### src/rtl/job_arbiter_pkg.sv
// Shared types and helpers for the job arbiter: FSM state encoding,
// default watchdog length and a one-hot decoder.
package job_arbiter_pkg;

  typedef enum logic [1:0] {
    IDLE   = 2'd0,
    BUSY   = 2'd1,
    FAILED = 2'd2
  } state_t;

  localparam int unsigned DefaultTimeout = 16;

  // Sized for the largest legal requester count; callers truncate.
  function automatic logic [15:0] onehot_from_idx(input int unsigned idx);
    logic [15:0] oh;
    oh = 16'd1 << idx;
    return oh;
  endfunction

endpackage

### src/rtl/rr_pick.sv
// Combinational round-robin picker: first set request at or above ptr,
// wrapping modulo NumReq.
module rr_pick #(
  parameter  int unsigned NumReq = 4,
  localparam int unsigned IdxW   = $clog2(NumReq)
) (
  input  logic [NumReq-1:0] req,
  input  logic [IdxW-1:0]   ptr,
  output logic              valid,
  output logic [IdxW-1:0]   idx
);

  logic [IdxW-1:0] cand;

  always_comb begin
    valid = 1'b0;
    idx   = '0;
    cand  = '0;
    for (int unsigned k = 0; k < NumReq; k++) begin
      cand = IdxW'((32'(ptr) + k) % NumReq);
      if (!valid && req[cand]) begin
        valid = 1'b1;
        idx   = cand;
      end
    end
  end

endmodule

### src/rtl/job_arbiter.sv
// Round-robin job sequencer sharing one worker between NumReq requesters.
// Define JOB_ARBITER_TIMEOUT_EN to enable the BUSY watchdog.
module job_arbiter
  import job_arbiter_pkg::*;
#(
  parameter  int unsigned NumReq        = 4,
  parameter  int unsigned TimeoutCycles = DefaultTimeout,
  localparam int unsigned IdxW          = $clog2(NumReq)
) (
  input  logic              clk_i,
  input  logic              rst_ni,
  input  logic [NumReq-1:0] req_i,
  output logic [NumReq-1:0] gnt_o,
  output logic              worker_start_o,
  input  logic              worker_done_i,
  input  logic              worker_err_i,
  output logic              busy_o,
  output logic              failed_o,
  output logic [IdxW-1:0]   fail_idx_o,
  input  logic              clear_i
);

  if (NumReq < 2 || NumReq > 16) begin : g_bad_numreq
    $error("job_arbiter: NumReq must be in 2..16");
  end
  if (TimeoutCycles < 2) begin : g_bad_timeout
    $error("job_arbiter: TimeoutCycles must be >= 2");
  end

  state_t            state_q, state_d;
  logic [NumReq-1:0] gnt_q, gnt_d;
  logic              start_q, start_d;
  logic [IdxW-1:0]   win_q, win_d;
  logic [IdxW-1:0]   ptr_q, ptr_d;
  logic [IdxW-1:0]   fidx_q, fidx_d;
  logic [IdxW-1:0]   ptr_next;
  logic              pick_valid;
  logic [IdxW-1:0]   pick_idx;
  logic              timeout;

  rr_pick #(
    .NumReq(NumReq)
  ) u_rr_pick (
    .req  (req_i),
    .ptr  (ptr_q),
    .valid(pick_valid),
    .idx  (pick_idx)
  );

  assign ptr_next = (win_q == IdxW'(NumReq - 1)) ? '0 : win_q + IdxW'(1);

`ifdef JOB_ARBITER_TIMEOUT_EN
  localparam int unsigned CntW = $clog2(TimeoutCycles + 1);

  logic [CntW-1:0] cnt_q, cnt_d;

  // Counter reads k-1 in the k-th BUSY cycle; it is cleared by any non-BUSY cycle.
  assign timeout = (state_q == BUSY) && (cnt_q == CntW'(TimeoutCycles - 1));

  always_comb begin
    cnt_d = '0;
    if (state_q == BUSY) begin
      cnt_d = (cnt_q == CntW'(TimeoutCycles)) ? cnt_q : cnt_q + CntW'(1);
    end
  end

  always_ff @(posedge clk_i or negedge rst_ni) begin
    if (!rst_ni) begin
      cnt_q <= '0;
    end else begin
      cnt_q <= cnt_d;
    end
  end
`else
  assign timeout = 1'b0;
`endif

  always_comb begin
    state_d = state_q;
    gnt_d   = gnt_q;
    start_d = 1'b0;
    win_d   = win_q;
    ptr_d   = ptr_q;
    fidx_d  = fidx_q;
    unique case (state_q)
      IDLE: begin
        if (pick_valid) begin
          state_d = BUSY;
          win_d   = pick_idx;
          gnt_d   = NumReq'(onehot_from_idx(32'(pick_idx)));
          start_d = 1'b1;
        end
      end
      BUSY: begin
        // done takes priority over a coinciding timeout; err picks the target.
        if (worker_done_i || timeout) begin
          ptr_d = ptr_next;
          gnt_d = '0;
          if (worker_done_i && !worker_err_i) begin
            state_d = IDLE;
          end else begin
            state_d = FAILED;
            fidx_d  = win_q;
          end
        end
      end
      FAILED: begin
        if (clear_i) begin
          state_d = IDLE;
        end
      end
      default: begin
        state_d = IDLE;
        gnt_d   = '0;
      end
    endcase
  end

  always_ff @(posedge clk_i or negedge rst_ni) begin
    if (!rst_ni) begin
      state_q <= IDLE;
      gnt_q   <= '0;
      start_q <= 1'b0;
      win_q   <= '0;
      ptr_q   <= '0;
      fidx_q  <= '0;
    end else begin
      state_q <= state_d;
      gnt_q   <= gnt_d;
      start_q <= start_d;
      win_q   <= win_d;
      ptr_q   <= ptr_d;
      fidx_q  <= fidx_d;
    end
  end

  assign gnt_o          = gnt_q;
  assign worker_start_o = start_q;
  assign busy_o         = (state_q == BUSY);
  assign failed_o       = (state_q == FAILED);
  assign fail_idx_o     = fidx_q;

endmodule

### config.mk
export PLATFORM = sky130hd
export DESIGN_NAME = job_arbiter
export DESIGN_NICKNAME = d
export VERILOG_FILES = /design/src/rtl/job_arbiter_pkg.sv /design/src/rtl/rr_pick.sv /design/src/rtl/job_arbiter.sv
export SDC_FILE = /design/constraint.sdc
export NUM_CORES = 1
export LEC_CHECK = 0
export BUFFER_PORTS_ARGS = -buffer_cell sky130_fd_sc_hd__buf_2
export CELL_PAD_IN_SITES_DETAIL_PLACEMENT = 2
export CELL_PAD_IN_SITES_GLOBAL_PLACEMENT = 2
export CORE_MARGIN = 1
export CORE_UTILIZATION = 27
export CTS_CLUSTER_DIAMETER = 120
export CTS_CLUSTER_SIZE = 30
export DETAILED_ROUTE_END_ITERATION = 6
export HOLD_SLACK_MARGIN = 0.06
export PLACE_DENSITY_LB_ADDON = 0.1
export SETUP_SLACK_MARGIN = 0.1
export SLEW_MARGIN = 40
export SYNTH_ARGS = -nofsm -noshare
export SYNTH_HDL_FRONTEND = slang
export SYNTH_SLANG_ARGS = --single-unit
export TNS_END_PERCENT = 50
### constraint.sdc
create_clock -name clk_i -period 1.3 [get_ports clk_i]
set_input_delay 0.195 -clock clk_i [delete_from_list [all_inputs] [get_ports clk_i]]
set_output_delay 0.195 -clock clk_i [all_outputs]
set_load 0.02 [all_outputs]
==> results of run 1 <==
[layer usage]
metal	vias up	wire, um	GRT usage [%]
li1	269	-	-
met1	273	727	19.77
met2	12	787	23.33
met3	2	64	4.630
met4	0	13	4.286
met5	-	0	0
[state kept, by name, summed over array words and instances, names as in the netlist]
signal	cells
worker_start_o	1
ptr_q	2
win_q	2
fail_idx_o	2
state_q	2
gnt_o	4
[cell families (layout without fill, tap and decap cells)]
kind of cell	after synthesis	in the layout
AO/OA/AOI/OAI	12	12
adder cells (fa/ha/maj)	1	1
buffers and inverters	0	36
flip-flops	13	13
multiplexers	6	6
AND/OR/NAND/NOR	20	20
[worst register-to-register path, stage by stage (launching register included)]
cell and delay (ns):
dfrtp_1 0.42, or3b_4 0.41, a31o_1 0.20, a32o_1 0.25
[cell usage in the layout (no fill, tap or decap), types with 2 or more instances in the layout]
master	instances
buf_2	15
dfrtp_1	11
buf_4	11
buf_6	4
mux2_2	4
nand2_1	5
dfrtp_2	2
clkbuf_4	3
nor2_1	2
nand2b_1	3
a32o_1	4
[area by class of cell]
type / count / share of cell area, %
Sequential cell: 13 / 33.89
Tap cell: 28 / 3.622
Timing Repair Buffer: 32 / 24.06
Clock buffer: 4 / 2.717
Multi-Input combinational cell: 39 / 35.71
[what timing repair did]
item	CTS	global route
gates resized for setup	14	3
endpoints found under the hold margin	13	0
pin swaps	9	3
hold buffers	1	0
buffers inserted	4	1
endpoints found under the setup margin	11	12
[power by group]
part	switching (mW)	internal, mW	leakage, nW
Combinational	0.422	0.503	0.278
Sequential	0.116	0.555	0.161
Clock	0.135	0.119	0.0150
[stage by stage]
| step | std cells | hold WS (ns) | util (%) | worst slack [ns] | power, mW |
|---|---|---|---|---|---|
| 2_1_floorplan | 52 | -0.1006 | - | -0.02786 | 1.100 |
| 3_3_place_gp | 106 | 0.1013 | 37.29 | -0.1279 | 1.384 |
| 3_5_place_dp | 106 | 0.1074 | 37.29 | -0.1585 | 1.403 |
| 4_1_cts | 115 | 0.1312 | 43.40 | -0.08769 | 1.830 |
| 5_1_grt | 116 | 0.1350 | 44.15 | -0.1386 | 1.986 |
| 6_report | 116 | 0.1292 | 44.15 | -0.08555 | 1.850 |
[worst min path at each step]
stage                        startpoint             to  slack, ns  cells past startpoint
final                     worker_done_i     state_q[0]       0.13                      2
after global routing      worker_done_i     state_q[0]       0.14                      2
after CTS                 worker_done_i     state_q[0]       0.13                      2
after detailed placement         rst_ni       gnt_o[1]       0.11                      1
after global placement           rst_ni       gnt_o[0]       0.10                      1
after floorplan                  rst_ni  fail_idx_o[0]      -0.10                      0
==> summary.md, run 1 <==
| Metric | Value |
|---|---|
| Outcome | `finished, violations left` |
| Violated checks | `setup timing` |
| Post-place instance area | `817.0 um2` |
| Adder and majority cell fraction of the synthesized area | `2.008%` |
| Standard cell core area | `2191 um2` |
| Delay contributed by the slowest stage of the critical path | `0.42 ns` |
| Clock tree from TritonCTS | `yes` |
| Detailed placer's ending HPWL | `1258 um` |
| Maximum clock rate | `0.7217 GHz` |
| Starting density of the core | `28.44%` |
| Worst setup path class | `flop to flop` |
| Final min period | `1.386 ns` |
| CTS clk-pin slew, worst paths | `0.08 ns` |
| Max H-tree Level | `1` |
| Hold Fails Final Rpt | `0` |
| FILL cells | `232` |
| Number of CTS-inserted buffers | `3` |
| Remaining antenna violation count | `0` |
| Maximum vdd drop | `0.9017 mV` |
| Worst setup SP type | `flop` |
| Leftover overflow at the end of global routing | `0` |
| Sequential standard cell area | `327.8 um2` |
| Final Cell Area | `967.2 um2` |
| Most area-consuming cells after synthesis | `dfrtp_1 52%, mux2_2 9.0%, a32o_1 6.4%, nand2_1 3.6%, nand2b_1 3.0%` |
| Reg2reg start | `ptr_q[1]` |
| Antenna diode count | `0` |
| Max stage delay cell, worst path | `dfrtp_1` |
| CP Capture Point | `gnt_o[1]` |
| Die height | `50.04 um` |
| CP top delay family | `compound AO/OA/AOI/OAI gates` |
| Arrival time at the worst endpoint | `1.56 ns` |
| Dominant combinational cell family by area after synthesis | `simple AND/OR/NAND/NOR gates` |
| Reg-to-reg setup timing slack | `-0.09 ns` |
| Simple-gate portion of the synthesized area | `19.08%` |
| Share of post-route cells with drive strength above 1 | `57.95%` |
| Slew Viols, Final | `0` |
| Distinct cell type count of the synthesized netlist | `24` |
| Overall routed net length | `1593 um` |
| Critical path buffers and inverters | `0` |
| Worst setup skew after layout | `0.006581 ns` |
| Path category of the worst min-delay check | `input pin to flop` |
| Post-synth ARST share | `100.0%` |
| Die Footprint | `2504 um2` |
| Count leader, synth | `dfrtp_1` |
| Cell taking the most area after synthesis | `dfrtp_1` |
| Max transition margin | `78.73%` |
| Via density | `4.793` |
| Total negative slack | `-0.2929 ns` |
| Clock insertion delay at the later pin of the skew report | `0.28 ns` |
| Synthesized-area fraction occupied by ao, oa, aoi and oai cells | `16.06%` |
| Transition time at the pin with the least slew margin | `0.3180 ns` |
| Drt drc | `0` |
| Main synth FF type | `dfrtp_1` |
| Initial antenna violation count | `0` |
| Syn-to-layout area delta | `55.22%` |
| Number of cells on the worst reg-to-reg path | `3` |
| Detailed router's first-iteration violation count | `4` |
| Critical Path Sink Type | `flop` |
| Max clock buf depth | `2` |
| Critical path data required time | `1.48 ns` |
| Mux contribution to synthesized area | `10.64%` |
| End of the worst register-to-register path | `gnt_o[1]` |
| Die span in x | `50.04 um` |
| Stages on worst setup path | `3` |
| Count of port buffers added during placement | `17` |
| Biggest fanout along the worst timing path | `4` |
| Number of flops mapped to enable cells by yosys | `0` |
| Post-synth top area share | `52.21%` |
| CTS sink count | `13` |
| Portion of the post-synthesis area used by sequential elements | `52.21%` |
| Count of synthesis-stage warnings from yosys | `0` |
| Site Rows | `17` |
| Maxcap violations | `0` |
| Net total in the final layout | `99` |
| Final worst setup slack | `-0.08555 ns` |
| Average size of a mapped cell | `11.98 um2` |
| Cell count after synthesis | `52` |
| Power per unit of standard cell area | `1913 nW/um2` |
| Register bit count reported by yosys | `13` |
| P_leak | `0.4537 nW` |
| Clock tree root buffer cell | `clkbuf_4` |
| Routed len/inst | `13.73 um` |
| Weighted congestion reported at the end of routability-driven placement | `0.6608` |
| Top cells by instance count after synthesis | `13 x dfrtp_1, 6 x nand2_1, 5 x mux2_2` |
| Final clock period utilization by the worst path | `106.6%` |
| Largest net degree at the start of global routing | `14` |
| Number of failing setup endpoints in the final timing report | `5` |
| Total routing resource utilization after global routing | `15.01%` |
| Area of the multi-input gates | `345.3 um2` |
| Netlist Area Pre-Place | `623.1 um2` |
| 1st-pass router iterations | `2` |
| CP startpoint | `ptr_q[1]` |
| Ports placed on the boundary | `18` |
| XOR/XNOR Fraction of Synth Area | `0%` |
| Cell Chain, Critical Path | `or3b_4, a31o_1, a32o_1` |
| Wire length of the first global-routing pass | `2787 um` |
| Unrepaired setup endpoints after global routing | `yes` |
| Post-Syn Nets | `62` |
| Number of global-route vias before repair | `589` |
| Total via count in the routed design | `556` |
Note: power is estimated with default switching activity, not from simulation.
==> inputs of run 2 (changes only) <==
CORE_UTILIZATION = 33   (was 27)
clock period = 1.75 ns   (was 1.3 ns; I/O delays follow)
==> summary.md, run 2 (synthesized netlist as in run 1, its figures left out) <==
| Metric | Value |
|---|---|
| Leftover overflow at the end of global routing | `0 (unchanged)` |
| Maximum vdd drop | `0.5829 mV (-35%)` |
| Initial antenna violation count | `0 (unchanged)` |
| Wire length of the first global-routing pass | `2456 um (-12%)` |
| Biggest fanout along the worst timing path | `6 (+2)` |
| Drt drc | `0 (unchanged)` |
| End of the worst register-to-register path | `gnt_o[1]` |
| Number of failing setup endpoints in the final timing report | `0 (-5)` |
| Worst setup SP type | `flop` |
| Via density | `5.040 (+5.2%)` |
| Net total in the final layout | `85 (-14%)` |
| Maxcap violations | `0 (unchanged)` |
| Sw Share | `38.45% (+2.1 points)` |
| Clock insertion delay at the later pin of the skew report | `0.28 ns (about the same)` |
| Most common cell after layout, fill and taps aside | `buf_2` |
| Unrepaired setup endpoints after global routing | `no` |
| Worst-case hold slack | `0.2045 ns (+0.07532 ns)` |
| Overall routed net length | `1448 um (-9.1%)` |
| Commonest non-fill, non-tap cells in the layout | `17 x buf_2, 13 x dfrtp_1, 6 x nand2_1` |
| Maximum clock rate | `0.6865 GHz (-4.9%)` |
| Final min period | `1.457 ns (+0.07102 ns)` |
| Hold buffer count at cts | `1 (unchanged)` |
| Worst setup skew after layout | `0.002817 ns (-0.003764 ns)` |
| P_leak | `0.3678 nW (-19%)` |
| CTS clk-pin slew, worst paths | `0.08 ns (about the same)` |
| Total routing resource utilization after global routing | `16.82% (+1.8 points)` |
| Uppermost layer routed | `met4` |
| Detailed router's first-iteration violation count | `2 (-2)` |
| Power per unit of standard cell area | `1489 nW/um2 (-22%)` |
| Total negative slack | `0 ns (+0.2929 ns)` |
| Transition time at the pin with the least slew margin | `0.4893 ns (+0.1713 ns)` |
| Critical Path Sink Type | `flop` |
| Antenna diode count | `0 (unchanged)` |
| Clock tree from TritonCTS | `yes` |
| Weighted congestion reported at the end of routability-driven placement | `0.7407 (+12%)` |
| Fin cells | `99 (-15%)` |
| CTS sink count | `13 (unchanged)` |
| Number of global-route vias before repair | `508 (-14%)` |
| Die Footprint | `2066 um2 (-17%)` |
| Cell depth of the worst min-delay path | `2 (unchanged)` |
| Part of the power in combinational logic | `39.6% (-10 points)` |
| Post-cts repair resize count | `0 (-14)` |
| Number of CTS-inserted buffers | `3 (unchanged)` |
| Share of post-route cells with drive strength above 1 | `37.84% (-20 points)` |
| Final worst setup slack | `0.2934 ns (+0.3790 ns)` |
| Hold Crit Endpoint | `state_q[0]` |
| Remaining antenna violation count | `0 (unchanged)` |
| Die height | `45.46 um (-9.2%)` |
| 1st-pass router iterations | `2 (unchanged)` |
| Max transition margin | `67.20% (-12 points)` |
| Hold Fails Final Rpt | `0 (unchanged)` |
| Setup Fix Bufs, Post-CTS | `0 (-4)` |
| Post-layout total power | `1.155 mW (-38%)` |
| Path category of the worst min-delay check | `input pin to flop` |
| Starting density of the core | `35.70% (+7.3 points)` |
| Die span in x | `45.46 um (-9.2%)` |
| Arrival time at the worst endpoint | `1.63 ns (+0.07 ns)` |
| Site Rows | `15 (-2)` |
| Outcome | `completed` |
| Reg-to-reg setup timing slack | `0.29 ns (+0.38 ns)` |
| Syn-to-layout area delta | `24.50%` |
| Critical path data required time | `1.92 ns (+0.44 ns)` |
| Largest register FFs | `4 (unchanged)` |
| Total placed cells including tap cells | `94 (-11%)` |
| Final Cell Area | `775.7 um2 (-20%)` |
| Worst hold start | `worker_done_i` |
| Max clock buf depth | `2 (unchanged)` |
| Length of routed wiring on met1 | `700 um (-3.7%)` |
| Standard cell core area | `1745 um2 (-20%)` |
| Final clock period utilization by the worst path | `83.23% (-23 points)` |
| Detail Route met2 WL | `684 um (-13%)` |
| Worst setup path class | `flop to flop` |
| Total via count in the routed design | `499 (-10%)` |
| Routed len/inst | `14.63 um (+6.5%)` |
| Switching pwr | `0.4442 mW (-34%)` |
| Count of port buffers added during placement | `17 (unchanged)` |
| Post-layout utilization of the core | `44.44% (+0.30 points)` |
| Ports placed on the boundary | `18 (unchanged)` |
| Clock tree root buffer cell | `clkbuf_4` |
| Sequential group share of total power | `44.0% (+7.7 points)` |
| Part of the total power dissipated in the clock network | `16.4% (+2.7 points)` |
| Cell Int Power | `0.7110 mW (-40%)` |
| DP Worst Slack | `0.3043 ns (+0.4628 ns)` |
| Post-place instance area | `739.5 um2 (-9.5%)` |
| Routed wire length on met3 | `50 um (-22%)` |
| Reg2reg start | `ptr_q[1]` |
| Largest net degree at the start of global routing | `14 (unchanged)` |
| Detailed placer's ending HPWL | `1150 um (-8.6%)` |
| Number of cells on the worst reg-to-reg path | `3 (unchanged)` |
| Max H-tree Level | `1 (unchanged)` |
| Slew Viols, Final | `0 (unchanged)` |
run 2: cell count changes in the layout (fill, tap and decap cells not counted), moves of 2 or more:
| cell | previous run | this run |
|---|---|---|
| buf_2 | 15 | 17 |
| buf_4 | 11 | 0 |
| buf_6 | 4 | 0 |
| dfrtp_1 | 11 | 13 |
| dfrtp_2 | 2 | 0 |
run 2: power by group through the flow:
| stage | clock [mW] | sequential (mW) | combinational (mW) |
|---|---|---|---|
| 5_1_grt | 0.208 | 0.527 | 0.510 |
| 4_1_cts | 0.200 | 0.513 | 0.466 |
| 3_3_place_gp | 0 | 0.515 | 0.455 |
| 2_1_floorplan | 0 | 0.562 | 0.253 |
| 3_5_place_dp | 0 | 0.518 | 0.464 |
| 6_report | 0.190 | 0.509 | 0.457 |
run 2: per-layer routing:
| metal | track usage [%] | up-vias |
|---|---|---|
| li1 | - | 237 |
| met1 | 24.68 | 251 |
| met2 | 24.57 | 9 |
| met3 | 3.571 | 2 |
| met4 | 5.455 | 0 |
| met5 | 0 | - |
run 2: worst max path at each step:
stage                   from        to  slack (ns)  depth (start not counted)
floorplan           ptr_q[1]  gnt_o[0]        0.40                          3
global placement    ptr_q[1]  gnt_o[1]        0.30                          3
detailed placement  ptr_q[1]  gnt_o[1]        0.30                          3
CTS                 ptr_q[1]  gnt_o[2]        0.28                          3
global route        ptr_q[1]  gnt_o[2]        0.20                          3
finish              ptr_q[1]  gnt_o[1]        0.29                          3
run 2: critical path, cell delays in order (launching register included):
cell     delay [ns]
dfrtp_1        0.46
or3b_1         0.39
a31o_1         0.25
a32o_1         0.25
run 2: area by class of cell:
cell class / instances / area (um2)
fillers: 200 / 969.7
clock buffers: 4 / 26.28
flip-flops and latches: 13 / 325.3
multi-input cells: 39 / 297.8
repair buffers: 18 / 95.09
well taps: 25 / 31.28
